[src/rtl/sink_config.sv]
// Shared configuration for the network output sink: widths, beat counts and
// the padded word type stored per output vector.
package sink_config;

  localparam int NET_NUM_OUT = 12;
  localparam int SNK_WIDTH   = 8;
  localparam int SNK_DEPTH   = 4;

  function automatic int ceil_div(input int a, input int b);
    return (a + b - 1) / b;
  endfunction

  localparam int SNK_BEATS       = ceil_div(NET_NUM_OUT, SNK_WIDTH);
  localparam int SNK_TOTAL       = SNK_BEATS * SNK_WIDTH;
  localparam int MAX_OUT_PER_RUN = SNK_DEPTH;

  typedef logic [SNK_TOTAL-1:0] snk_word_t;

endpackage

[src/rtl/sink_fifo.sv]
// Generic synchronous first-word-fall-through FIFO; dout always shows the head.
module sink_fifo #(
  parameter int WIDTH = 16,
  parameter int DEPTH = 4,
  localparam int AW   = $clog2(DEPTH),
  localparam int CW   = $clog2(DEPTH + 1)
) (
  input  logic             clk,
  input  logic             rst,
  input  logic             push,
  input  logic [WIDTH-1:0] din,
  input  logic             pop,
  output logic [WIDTH-1:0] dout,
  output logic             full,
  output logic             empty,
  output logic [CW-1:0]    count
);

  logic [WIDTH-1:0] mem [DEPTH];
  logic [AW-1:0]    wr_ptr;
  logic [AW-1:0]    rd_ptr;
  logic             do_push;
  logic             do_pop;

  assign full    = (count == CW'(DEPTH));
  assign empty   = (count == '0);
  assign do_push = push && !full;
  assign do_pop  = pop && !empty;
  assign dout    = mem[rd_ptr];

  // Pointers are exactly log2(DEPTH) bits, so they wrap without extra logic.
  always_ff @(posedge clk) begin
    if (rst) begin
      wr_ptr <= '0;
      rd_ptr <= '0;
      count  <= '0;
    end else begin
      if (do_push) wr_ptr <= wr_ptr + 1'b1;
      if (do_pop)  rd_ptr <= rd_ptr + 1'b1;
      count <= count + CW'(do_push) - CW'(do_pop);
    end
  end

  always_ff @(posedge clk) begin
    if (do_push) mem[wr_ptr] <= din;
  end

endmodule

[src/rtl/buffered_stream_sink.sv]
// Buffers network output vectors, bit-reverses them and serialises each into
// MSB-first host beats, flagging the last beat of every vector.
module buffered_stream_sink
  import sink_config::*;
#(
  parameter int NUM_OUT   = NET_NUM_OUT,
  parameter int SNK_WIDTH = sink_config::SNK_WIDTH,
  parameter int DEPTH     = SNK_DEPTH,
  localparam int LW       = $clog2(DEPTH + 1)
) (
  input  logic                 clk,
  input  logic                 rst,
  input  logic                 net_valid,
  output logic                 net_ready,
  input  logic [NUM_OUT-1:0]   net_out,
  input  logic                 snk_ready,
  output logic                 snk_valid,
  output logic [SNK_WIDTH-1:0] snk,
  output logic                 snk_last,
  output logic [LW-1:0]        level
);

  localparam int BEATS = (NUM_OUT + SNK_WIDTH - 1) / SNK_WIDTH;
  localparam int TOTAL = BEATS * SNK_WIDTH;
  localparam int KW    = (BEATS > 1) ? $clog2(BEATS) : 1;

  logic [NUM_OUT-1:0] w;
  logic [TOTAL-1:0]   p;
  logic [TOTAL-1:0]   head;
  logic [TOTAL-1:0]   shifted;
  logic [KW-1:0]      k;
  logic               full;
  logic               empty;
  logic               push;
  logic               pop;
  logic               hs;
  logic               last_beat;

  // Output neuron 0 lands in the MSB; padding fills the LSB end.
  always_comb begin
    w = '0;
    for (int i = 0; i < NUM_OUT; i++) w[NUM_OUT-1-i] = net_out[i];
    p = '0;
    p[TOTAL-1 -: NUM_OUT] = w;
  end

  assign net_ready = !full && !rst;
  assign push      = net_valid && net_ready;
  assign snk_valid = !empty;
  assign last_beat = (k == KW'(BEATS - 1));
  assign hs        = snk_valid && snk_ready;
  assign pop       = hs && last_beat;

  sink_fifo #(
    .WIDTH (TOTAL),
    .DEPTH (DEPTH)
  ) u_fifo (
    .clk   (clk),
    .rst   (rst),
    .push  (push),
    .din   (p),
    .pop   (pop),
    .dout  (head),
    .full  (full),
    .empty (empty),
    .count (level)
  );

  // Beat k is taken from the top of the head word shifted left by k beats.
  assign shifted  = head << (k * SNK_WIDTH);
  assign snk      = snk_valid ? shifted[TOTAL-1 -: SNK_WIDTH] : '0;
  assign snk_last = snk_valid && last_beat;

  always_ff @(posedge clk) begin
    if (rst) begin
      k <= '0;
    end else if (hs) begin
      k <= last_beat ? '0 : k + 1'b1;
    end
  end

endmodule

[config.mk]
export PLATFORM = sky130hd
export DESIGN_NAME = buffered_stream_sink
export DESIGN_NICKNAME = d
export VERILOG_FILES = /design/src/rtl/sink_config.sv /design/src/rtl/sink_fifo.sv /design/src/rtl/buffered_stream_sink.sv
export SDC_FILE = /design/constraint.sdc
export NUM_CORES = 1
export LEC_CHECK = 0
export CELL_PAD_IN_SITES_DETAIL_PLACEMENT = 2
export CELL_PAD_IN_SITES_GLOBAL_PLACEMENT = 2
export CORE_ASPECT_RATIO = 0.9
export CORE_MARGIN = 5
export CORE_UTILIZATION = 37
export CTS_BUF_LIST = sky130_fd_sc_hd__clkbuf_4
export DETAILED_ROUTE_END_ITERATION = 16
export GPL_TIMING_DRIVEN = 0
export PLACE_DENSITY_LB_ADDON = 0.1
export SLEW_MARGIN = 20
export SYNTH_ARGS = -nofsm -noshare
export SYNTH_HDL_FRONTEND = slang
export SYNTH_SLANG_ARGS = --single-unit
[constraint.sdc]
create_clock -name clk -period 2 [get_ports clk]
set_input_delay 0.4 -clock clk [delete_from_list [all_inputs] [get_ports clk]]
set_output_delay 0.4 -clock clk [all_outputs]
set_load 0.005 [all_outputs]
# == Word level (Yosys, flattened, before mapping) ==
# Memories as Yosys holds them, arrays and structs flattened. A register that Yosys moved wholly into a read port is not among the register bits.
# Index checks and enable logic that the tools add are counted.
# totals
reg_bits,8
ramBits,48
input_bits,16
word_cells,29
n_memories,1
# mem_list
memory,words,width,rd,rd_clocked_by_memory_dff,write_ports,line,text
u_fifo.mem,4,12,1,1,1,sink_fifo.sv:19,logic [WIDTH-1:0] mem [DEPTH];
# op_classes
n_addsub,5
n_eq_ne,1
shift,1
muxes,6
n_reduce_logical,11
# op_table
operator,n
$shl A16 B4 Y16,1
$mux W8,1
$logic_and A1 B1 Y1,7
$add A2 B1 Y2 const B,2
$mux W2,2
$add A3 B1 Y3,1
$eq A3 B3 Y1 const B,1
$logic_not A1 Y1,3
$logic_not A3 Y1,1
$mux W1,3
$sub A3 B1 Y3,1
$add A1 B1 Y1 const B,1

# == Depth between registers and ports, before layout ==
# Gate-level depths: netlist of the first run.
# depth
word_depth,7
ltp_mapped,10
mapped_depth_nobuf,9

# == Hierarchy ==
# A second synthesis of the first run with hierarchy kept.
# hier_totals
hier_cells,164
area_unflattened_um2,3024.2
# by_module_without_submodules
mod,n_inst,cells_per_inst,area_per_inst_um2
sink_fifo,1,135,2808.9
buffered_stream_sink,1,29,215.2

# == Worst setup path after synthesis of the first run ==
# No wires, ideal clock.
# synth_timing
path_kind,register to register
start,register u_fifo.count[1]
end,register u_fifo.count[2]
setup_ps,127
t_arrival_ps,2059
setup_slack_ps,-186
path_stages_with_launch,11
path_cell_list,dfxtp_1 buf_2 o311ai_2 inv_1 ha_1 inv_1 ha_1 fa_1 xnor2_1 xnor2_1 nor2_1
# synth_lines
item,line,text
from (decl),sink_fifo.sv:16,output logic [CW-1:0] count
from (signal assigned),sink_fifo.sv:40,count <= count + CW'(do_push) - CW'(do_pop);
$logic_not A3 Y1 (*),sink_fifo.sv:26,assign empty = (count == '0);
$logic_not A1 Y1 (*),"sink_fifo.sv:28, buffered_stream_sink.sv:49",
$logic_and A1 B1 Y1,buffered_stream_sink.sv:51,assign hs = snk_valid && snk_ready;
$logic_and A1 B1 Y1,buffered_stream_sink.sv:52,assign pop = hs && last_beat;
$logic_and A1 B1 Y1 (*),sink_fifo.sv:28,assign do_pop = pop && !empty;
net u_fifo.do_pop,sink_fifo.sv:23,logic do_pop;
$sub A3 B1 Y3 (*),sink_fifo.sv:40,
# Mark *: on every way through the listed nets, which the timed path passes. The rest lies on a longest branch.
# A chain may end at the register's enable or synchronous reset.

==> flow_summary_export.csv, run 1 <==
group,metric,value,unit
route,wl_per_cell,21.3,um
route,drcViolationCount,0,
timing,clock.fmax,464,MHz
logic_synthesis,synth.largest_area_cell,"edfxtp_1",
global_routing,grt_use_total,18.0,%
final_layout,fin_area,3320,sq um
final_layout,final_cells,309,
logic_synthesis,synth_nets,174,
floorplanning,die_h,86.7,um
worst_hold_path,worstHoldPathType,"reg -> reg",
clock_tree,clk_pin_slew,0.10,ns
logic_synthesis,synth.top_cell.area_share,59.6,%
place,place.port_buffers,29,
timing,setup_tns,-0.697,ns
logic_synthesis,synthFlopType,"edfxtp_1",
power,p_per_area,1130,nW/um^2
route,avgViaCountPerCell,4.80,
global_routing,grt_overflow,0,
route,drtIter0Drc,53,
global_routing,antenna_found_initial,0,
route,ant_nets,0,
global_routing,grt_pass1_vias,1765,
timing,period_needed,2.15,ns
logic_synthesis,synth_area,2420,sq um
clock_tree,h-tree-depth,3,
flow_run,maxCapViolCount,0,
worst_setup_path,worstRegToRegCells,9,
worst_setup_path,slowest_stage,"mux4_2",
global_routing,grt_busiest_layer,"met2",
worst_setup_path,startpoint_type,"register",
worst_setup_path,crit_chain,"buf_8 > buf_6 > mux4_2 > nor3b_2 > buf_2",
final_layout,nets,238,
route,drt-total-wl,6590,um
floorplanning,core,6480,sq um
timing,tightest_slew,0.382,ns
clock_tree,clockBufferDepth,2,
global_routing,grt_max_degree,13,
clock_tree,cts_buffers,9,
floorplanning,die_w,95.2,um
place,hpwl,3740,um
final_layout,diodes,0,
worst_setup_path,cp-end-kind,"output pin",
worst_setup_path,crit_required,1.60,ns
timing,skew,0.0178,ns
clock_tree,cts-root-buf,"clkbuf_4",
run_status,violations,"setup timing",
logic_synthesis,ys_seq_area_share,67.9,%
worst_hold_path,min_from,"u_fifo.wr_ptr[0]",
logic_synthesis,synth-seq-cells,58,
logic_synthesis,synth.most_common_cell,"edfxtp_1",
power,ir_worst_vdd,0.543,mV
global_routing,grt_pass1_wl,10400,um
worst_setup_path,setup.worst_path.end,"snk[2]",
logic_synthesis,synth_edf_count,48,
worst_setup_path,cp.arrival,1.75,ns
timing,rsz0062_at_grt,"yes",
timing,worst_slack,-0.153,ns
timing,slew_headroom,74.5,%
worst_setup_path,cp_top_family,"multiplexers",
route,vias,1483,
clock_tree,cts.sinks,58,
clock_tree,cts_tree,"built",
worst_setup_path,path_buf_inv,3,
floorplanning,start_util,37.3,%
global_routing,use_met3,6.25,%
worst_setup_path,r2r-end,"u_fifo.count[2]",
logic_synthesis,postSynth.asyncResetShare,0,%
logic_synthesis,netlist_instances,151,
floorplanning,num_rows,28,
floorplanning,pin_count,30,
final_layout,drive_gt1_share,41.6,%
worst_setup_path,critical_path_class,"reg -> out",
power,p_leak,1.16,nW
final_layout,syn_to_final_growth,37.2,%
logic_synthesis,yosys-top-cells-area,"edfxtp_1 (60%), dfxtp_1 (8.3%), mux2i_1 (7.0%), mux4_2 (3.7%), ha_1 (3.1%)",
logic_synthesis,synth.avg_cell_area,16.0,sq um
power,finalPower,3.74,mW
worst_setup_path,crit_fanout,4,
clock_tree,cts_hold_buf,0,
final_layout,final_util,51.2,%
worst_setup_path,critPathMaxStageDelay,0.46,ns
worst_setup_path,crit_cells,5,
timing,slew_viol_final,0,
global_routing,gr-usage-met1,20.1,%
logic_synthesis,synthTopCellsByCount,"edfxtp_1 (48), mux2i_1 (17), dfxtp_1 (10), inv_1 (8), nor2_1 (7)",
timing,finalHoldViolations,0,
run_status,status,"finished with violations",
floorplanning,dieArea,8250,sq um
place,dpl_cell_area,2850,sq um
place,place_congestion,0.762,
worst_setup_path,rrSetupSlack,-0.06,ns
place,place_inst,270,
timing,setup_viol,9,
worst_setup_path,r2r-start,"u_fifo.count[0]",
clock_tree,clk-insertion-delay-late,0.40,ns
route,first_pass_iters,4,
logic_synthesis,yosysUniqueCellTypes,31,
global_routing,use_met2,32.9,%
timing,min_period_over_period,108,%
logic_synthesis,yosys_warnings,0,
area by class of cell:
class | instances | area, sq um
buffer | 5 | 58.8
clock buffer | 9 | 67.6
clock inverter | 6 | 58.8
fill | 612 | 3160
inverter | 9 | 33.8
multi-input combinational | 78 | 828
sequential | 58 | 1660
tap | 90 | 113
timing repair buffer | 54 | 500
cells by family (layout without fill, tap and decap cells):
| logic type | Yosys count | after routing | share of synthesized area (%) |
|---|---|---|---|
| xor+xnor | 4 | 4 | 1.45 |
| flops | 58 | 58 | 67.9 |
| buf+inv | 15 | 83 | 2.64 |
| compound gates | 12 | 12 | 3.47 |
| simple gates | 33 | 33 | 9.21 |
| fa+ha+maj | 7 | 7 | 3.93 |
| mux | 22 | 22 | 11.4 |
report_power, final:
group,switching [mW],internal (mW)
clock,0.445,0.365
sequential,0.126,1.45
combinational,0.609,0.745
total,1.18,2.56
metrics by stage:
stage / setup slack [ns] / hold slack, ns
floorplan: -0.0426 / 0.459
global placement: -0.450 / 0.475
finish: -0.153 / 0.559
CTS: -0.166 / 0.565
global route: -0.252 / 0.587
detailed placement: -0.529 / 0.519
layout by cell type, fill, tap and decap left out, types with 2 or more instances in the layout:
| cell | n |
|---|---|
| a21oi_1 | 3 |
| a21oi_2 | 2 |
| a22oi_2 | 3 |
| and2_2 | 4 |
| and3_1 | 3 |
| buf_2 | 8 |
| buf_4 | 15 |
| buf_6 | 11 |
| clkbuf_4 | 10 |
| clkdlybuf4s50_1 | 18 |
| clkinv_2 | 2 |
| clkinvlp_4 | 2 |
| dfxtp_1 | 4 |
| dfxtp_2 | 3 |
| dfxtp_4 | 3 |
| edfxtp_1 | 48 |
| ha_1 | 4 |
| ha_4 | 2 |
| inv_1 | 6 |
| inv_2 | 3 |
| mux2i_1 | 17 |
| mux4_2 | 4 |
| nand3_1 | 4 |
| nor2_1 | 6 |
| nor2b_1 | 2 |
| nor2b_4 | 2 |
| nor3b_2 | 3 |
| nor3b_4 | 2 |
| xnor2_1 | 2 |
registers in the layout, summed over array words and instances (netlist names), named ones only:
name and cells:
k 1, u_fifo.count 3, u_fifo.mem 48, u_fifo.rd_ptr 2
u_fifo.wr_ptr 2
worst min path at each step:
| stage | to | depth (start not counted) |
|---|---|---|
| after floorplan | register | 2 |
| after global placement | u_fifo.rd_ptr[1] | 2 |
| after detailed placement | u_fifo.rd_ptr[1] | 2 |
| after CTS | register | 2 |
| after global routing | u_fifo.wr_ptr[0] | 1 |
| final | u_fifo.wr_ptr[0] | 1 |
worst register-to-register path: cells and delay by family (launching register included):
kind / cells / cell delay [ns]
AND/OR/NAND/NOR: 1 / 0.05
buffers and inverters: 2 / 0.13
flip-flops: 1 / 0.39
XOR/XNOR: 2 / 0.30
adder cells (fa/ha/maj): 3 / 0.78
AO/OA/AOI/OAI: 1 / 0.32
routing by layer:
metal | wire [um] | share of wire, % | up-vias
li1 | - | - | 690
met1 | 2500 | 38 | 754
met2 | 3740 | 57 | 26
met3 | 248 | 3.8 | 13
met4 | 100 | 1.5 | 0
met5 | 0 | 0 | -
repair_timing:
action	CTS	global route
pin swaps	18	10
buffers inserted	21	3
endpoints found under the setup margin	13	14
gates cloned	2	0
gates resized for setup	79	11
Power figures use the tool's default switching activity.
==> inputs of run 2 (changes only) <==
Settings changed: GPL_TIMING_DRIVEN 0 to default.
==> flow_summary_export.csv, run 2 (synthesis gave the netlist of run 1 again) <==
group,metric,value,unit
run_status,status,"finished with violations",
run_status,violations,"setup timing",
power,p_per_area,1150,nW/um^2
floorplanning,num_rows,28,
timing,slew_viol_final,0,
route,wl_per_cell,20.1,um
clock_tree,clockBufferDepth,2,
clock_tree,cts_hold_buf,0,
global_routing,grt_pass1_vias,1815,
global_routing,grt_pass1_wl,10200,um
place,pre_cts_slack,-0.444,ns
final_layout,largest_reg_flops,48,
worst_hold_path,worstHoldPathType,"reg -> reg",
worst_hold_path,holdPathStages,1,
worst_hold_path,min_to,"u_fifo.wr_ptr[0]",
clock_tree,clk_pin_slew,0.10,ns
clock_tree,cts_buffers,9,
worst_setup_path,cp.arrival,2.43,ns
floorplanning,die_h,86.7,um
final_layout,drive_gt1_share,43.8,%
final_layout,diodes,0,
timing,hold_ws,0.529,ns
worst_setup_path,critical_path_class,"reg -> reg",
worst_setup_path,cp-end-kind,"register",
route,drcViolationCount,0,
final_layout,final-seq-area,1650,sq um
power,finalPower,3.93,mW
global_routing,grt_max_degree,14,
route,drt-total-wl,6330,um
worst_setup_path,rrSetupSlack,-0.16,ns
worst_setup_path,startpoint_type,"register",
worst_setup_path,worstRegToRegCells,10,
final_layout,regMostFlops,"u_fifo.mem",
final_layout,syn_to_final_growth,40.9,%
global_routing,grt_use_total,17.1,%
route,drtIter0Drc,67,
timing,worst_slack,-0.163,ns
power,p_leak,1.23,nW
final_layout,fill_cells,595,
timing,min_period_over_period,108,%
clock_tree,cts.sinks,58,
final_layout,final_util,52.6,%
power,ir_worst_vdd,0.473,mV
final_layout,layout_common_cells,"edfxtp_1 (48), buf_4 (18), clkdlybuf4s50_1 (17), mux2i_1 (15), clkbuf_4 (11)",
timing,period_needed,2.16,ns
timing,slew_headroom,82.7,%
floorplanning,dieArea,8250,sq um
floorplanning,die_w,95.2,um
clock_tree,h-tree-depth,3,
worst_setup_path,crit_required,2.27,ns
final_layout,nets,242,
clock_tree,cts-root-buf,"clkbuf_4",
timing,setup_tns,-0.459,ns
timing,clock.fmax,462,MHz
timing,skew,0.0159,ns
clock_tree,clk-insertion-delay-late,0.38,ns
worst_hold_path,min_from,"u_fifo.wr_ptr[0]",
final_layout,reg_top3,"u_fifo.mem (48), u_fifo.count (3)",
global_routing,grt_overflow,0,
timing,finalHoldViolations,0,
timing,rsz0062_at_grt,"yes",
floorplanning,pin_count,30,
route,vias,1492,
place,hpwl,4100,um
route,ant_nets,0,
final_layout,layout_commonest_cell,"edfxtp_1",
place,place_congestion,0.732,
timing,setup_viol,9,
worst_setup_path,crit_fanout,2,
worst_setup_path,r2r-end,"u_fifo.count[2]",
floorplanning,core,6480,sq um
flow_run,maxCapViolCount,0,
worst_setup_path,r2r-start,"u_fifo.count[2]",
floorplanning,start_util,37.3,%
clock_tree,cts_tree,"built",
final_layout,multiInputGateArea,832,sq um
global_routing,antenna_found_initial,0,
place,place.port_buffers,29,
route,first_pass_iters,4,
timing,tightest_slew,0.253,ns
route,avgViaCountPerCell,4.75,
run 2: worst max-delay path, cell delays in order, from the launching register on:
cell and delay [ns]:
dfxtp_2 0.34, buf_6 0.11, o311ai_4 0.27, inv_1 0.07
ha_1 0.29, inv_1 0.05, ha_2 0.17, fa_2 0.35
xnor2_2 0.15, xnor2_1 0.19, nor2_1 0.07
run 2: layout make-up:
| type | count | area share [%] |
|---|---|---|
| Tap cell | 90 | 3.31 |
| Inverter | 9 | 0.992 |
| Clock inverter | 5 | 1.62 |
| Timing Repair Buffer | 63 | 18.7 |
| Multi-Input combinational cell | 78 | 24.4 |
| Clock buffer | 11 | 2.42 |
| Sequential cell | 58 | 48.5 |
run 2: report_power, final:
| group | total (mW) | switching, mW | internal, mW |
|---|---|---|---|
| Clock | 0.828 | 0.422 | 0.405 |
| Combinational | 1.55 | 0.674 | 0.879 |
| Sequential | 1.55 | 0.0975 | 1.45 |
| Total | 3.93 | 1.19 | 2.73 |
run 2: worst max-delay path by stage:
stage                     cells after the start            start  slack, ns         endpoint
after floorplan                              10  u_fifo.count[1]      -0.04  u_fifo.count[2]
after global placement                       10        snk_ready      -0.33  u_fifo.count[2]
after detailed placement                     10        snk_ready      -0.44  u_fifo.count[2]
after CTS                                     5         register      -0.13           snk[0]
after global routing                         10  u_fifo.count[2]      -0.25  u_fifo.count[2]
final                                        10  u_fifo.count[2]      -0.16  u_fifo.count[2]
run 2: stage by stage:
step,area [sq um],std cells
CTS,3340,312
global placement,3070,287
finish,3410,314
floorplan,2450,151
detailed placement,3070,287
global route,3410,314
run 2: repair_timing:
| item | CTS | global route |
|---|---|---|
| hold endpoints to repair | 0 | 0 |
| resized for setup | 64 | 13 |
| setup buffers | 10 | 3 |
| pin swaps | 12 | 8 |
| setup endpoints to repair | 13 | 10 |
run 2: per-layer routing:
| metal | global-route usage (%) | share of wire, % | vias to the layer above |
|---|---|---|---|
| met4 | 4.72 | 0.55 | 0 |
| met5 | 0 | 0 | - |
| met2 | 32.0 | 58 | 19 |
| met1 | 18.7 | 39 | 771 |
| li1 | - | - | 698 |
| met3 | 4.95 | 3.1 | 4 |
==> inputs of run 3 (changes only) <==
Settings changed: CORE_MARGIN 5 to default, PLACE_DENSITY_LB_ADDON 0.1 to 0.05.
==> flow_summary_export.csv, run 3 (synthesis gave the netlist of run 1 again) <==
group,metric,value,unit
run_status,status,"finished with violations",
run_status,violations,"setup timing",
floorplanning,core,6220,sq um
worst_setup_path,worstRegToRegCells,10,
global_routing,grt_pass1_vias,1755,
final_layout,nets,241,
timing,clock.fmax,458,MHz
place,place.port_buffers,29,
power,p_sw,1.23,mW
power,finalPower,4.21,mW
global_routing,grt_max_degree,21,
route,drtIter0Drc,65,
worst_setup_path,cp-end-kind,"register",
power,ir_worst_vdd,0.484,mV
power,comb_power_share,37.7,%
place,hpwl,3990,um
floorplanning,die_w,87.2,um
route,first_pass_iters,4,
power,seqPwrFrac,36.7,%
place,place_inst,280,
route,wl_per_cell,20.8,um
worst_setup_path,r2r-start,"u_fifo.count[2]",
worst_setup_path,cp.arrival,2.47,ns
timing,period_needed,2.18,ns
timing,rsz0062_at_grt,"yes",
worst_setup_path,crit_required,2.29,ns
power,p_int,2.98,mW
clock_tree,cts.sinks,58,
worst_setup_path,startpoint_type,"register",
clock_tree,clk_pin_slew,0.11,ns
timing,slew_viol_final,0,
floorplanning,num_rows,27,
timing,worst_slack,-0.182,ns
worst_hold_path,min_from,"u_fifo.rd_ptr[1]",
clock_tree,cts_tree,"built",
route,drcViolationCount,0,
global_routing,grt_pass1_wl,9580,um
final_layout,drive_gt1_share,46.6,%
global_routing,antenna_found_initial,0,
clock_tree,cts_hold_buf,0,
flow_run,maxCapViolCount,0,
worst_hold_path,worstHoldPathType,"reg -> reg",
route,ant_nets,0,
final_layout,reg_top3,"u_fifo.mem (48), u_fifo.count (3)",
final_layout,final_cells,310,
clock_tree,cts-root-buf,"clkbuf_4",
global_routing,grt_use_total,20.3,%
final_layout,regMostFlops,"u_fifo.mem",
power,clockPowerShare,25.5,%
floorplanning,start_util,38.9,%
final_layout,layout_commonest_cell,"edfxtp_1",
clock_tree,clockBufferDepth,2,
worst_setup_path,crit_fanout,2,
clock_tree,clk-insertion-delay-late,0.41,ns
clock_tree,h-tree-depth,3,
place,pre_cts_slack,-0.470,ns
timing,setup_viol,9,
route,avgViaCountPerCell,4.91,
final_layout,final_util,56.4,%
power,p_per_area,1200,nW/um^2
floorplanning,pin_count,30,
clock_tree,cts_buffers,9,
worst_hold_path,holdPathStages,2,
timing,slew_headroom,79.3,%
power,p_leak,1.23,nW
worst_setup_path,r2r-end,"u_fifo.count[2]",
worst_setup_path,critical_path_class,"reg -> reg",
route,vias,1521,
timing,finalHoldViolations,0,
worst_setup_path,rrSetupSlack,-0.18,ns
timing,skew,0.0154,ns
power,sw_frac_of_total,29.3,%
final_layout,largest_reg_flops,48,
global_routing,grt_overflow,0,
final_layout,fill_cells,558,
final_layout,syn_to_final_growth,45.1,%
route,drt-total-wl,6450,um
timing,min_period_over_period,109,%
timing,hold_ws,0.527,ns
floorplanning,die_h,78.7,um
final_layout,layout_common_cells,"edfxtp_1 (48), buf_4 (19), clkdlybuf4s50_1 (18), mux2i_1 (13), clkbuf_4 (10)",
floorplanning,dieArea,6860,sq um
place,place_congestion,0.670,
final_layout,diodes,0,
timing,tightest_slew,0.308,ns
==> run 3: through the flow <==
| step | TNS [ns] | cell area (sq um) |
|---|---|---|
| final | -0.847 | 3510 |
| after global placement | -0.511 | 3040 |
| after detailed placement | -1.30 | 3040 |
| after floorplan | -0.0426 | 2450 |
| after global routing | -1.86 | 3510 |
| after CTS | -1.17 | 3320 |
==> run 3: power by group through the flow <==
| stage | clock, mW | combinational, mW | sequential, mW |
|---|---|---|---|
| after floorplan | 0 | 0.497 | 1.55 |
| after global placement | 0 | 1.14 | 1.54 |
| after detailed placement | 0 | 1.22 | 1.56 |
| after CTS | 1.09 | 1.40 | 1.54 |
| after global routing | 1.15 | 1.71 | 1.56 |
| final | 1.08 | 1.59 | 1.55 |
==> run 3: what timing repair did <==
action	4_1_cts	5_1_grt
cloned	0	1
endpoints found under the setup margin	12	11
pin swaps	12	11
gates resized for setup	55	31
buffers inserted	9	5
==> run 3: per-layer routing <==
| metal | routed length, um | vias up | track usage [%] |
|---|---|---|---|
| met3 | 211 | 12 | 5.78 |
| met2 | 3560 | 40 | 36.4 |
| met4 | 184 | 0 | 10.7 |
| li1 | - | 699 | - |
| met5 | 0 | - | 0 |
| met1 | 2500 | 770 | 21.6 |
==> run 3: area by class of cell <==
class	count	area [sq um]	area share, %
inverters	9	33.8	0.963
clock inverters	6	105	3.00
well taps	87	109	3.10
multi-input cells	78	883	25.2
repair buffers	62	646	18.4
flip-flops and latches	58	1660	47.2
clock buffers	10	75.1	2.14
==> run 3: how the worst max path moves through the flow <==
stage                          from         endpoint  slack (ns)  cells after the start
global route        u_fifo.count[2]  u_fifo.count[2]       -0.27                     10
floorplan           u_fifo.count[1]  u_fifo.count[2]       -0.04                     10
detailed placement        snk_ready  u_fifo.count[2]       -0.47                     10
CTS                        register           snk[1]       -0.17                      5
finish              u_fifo.count[2]  u_fifo.count[2]       -0.18                     10
global placement          snk_ready  u_fifo.count[2]       -0.32                     10
==> run 3: worst max-delay path: stages, from the launching register on <==
cell and delay, ns:
dfxtp_2 0.35, buf_6 0.11, o311ai_4 0.28, inv_2 0.07
ha_4 0.27, inv_2 0.04, ha_4 0.14, fa_2 0.36
xnor2_2 0.22, xnor2_1 0.17, nor2_1 0.07
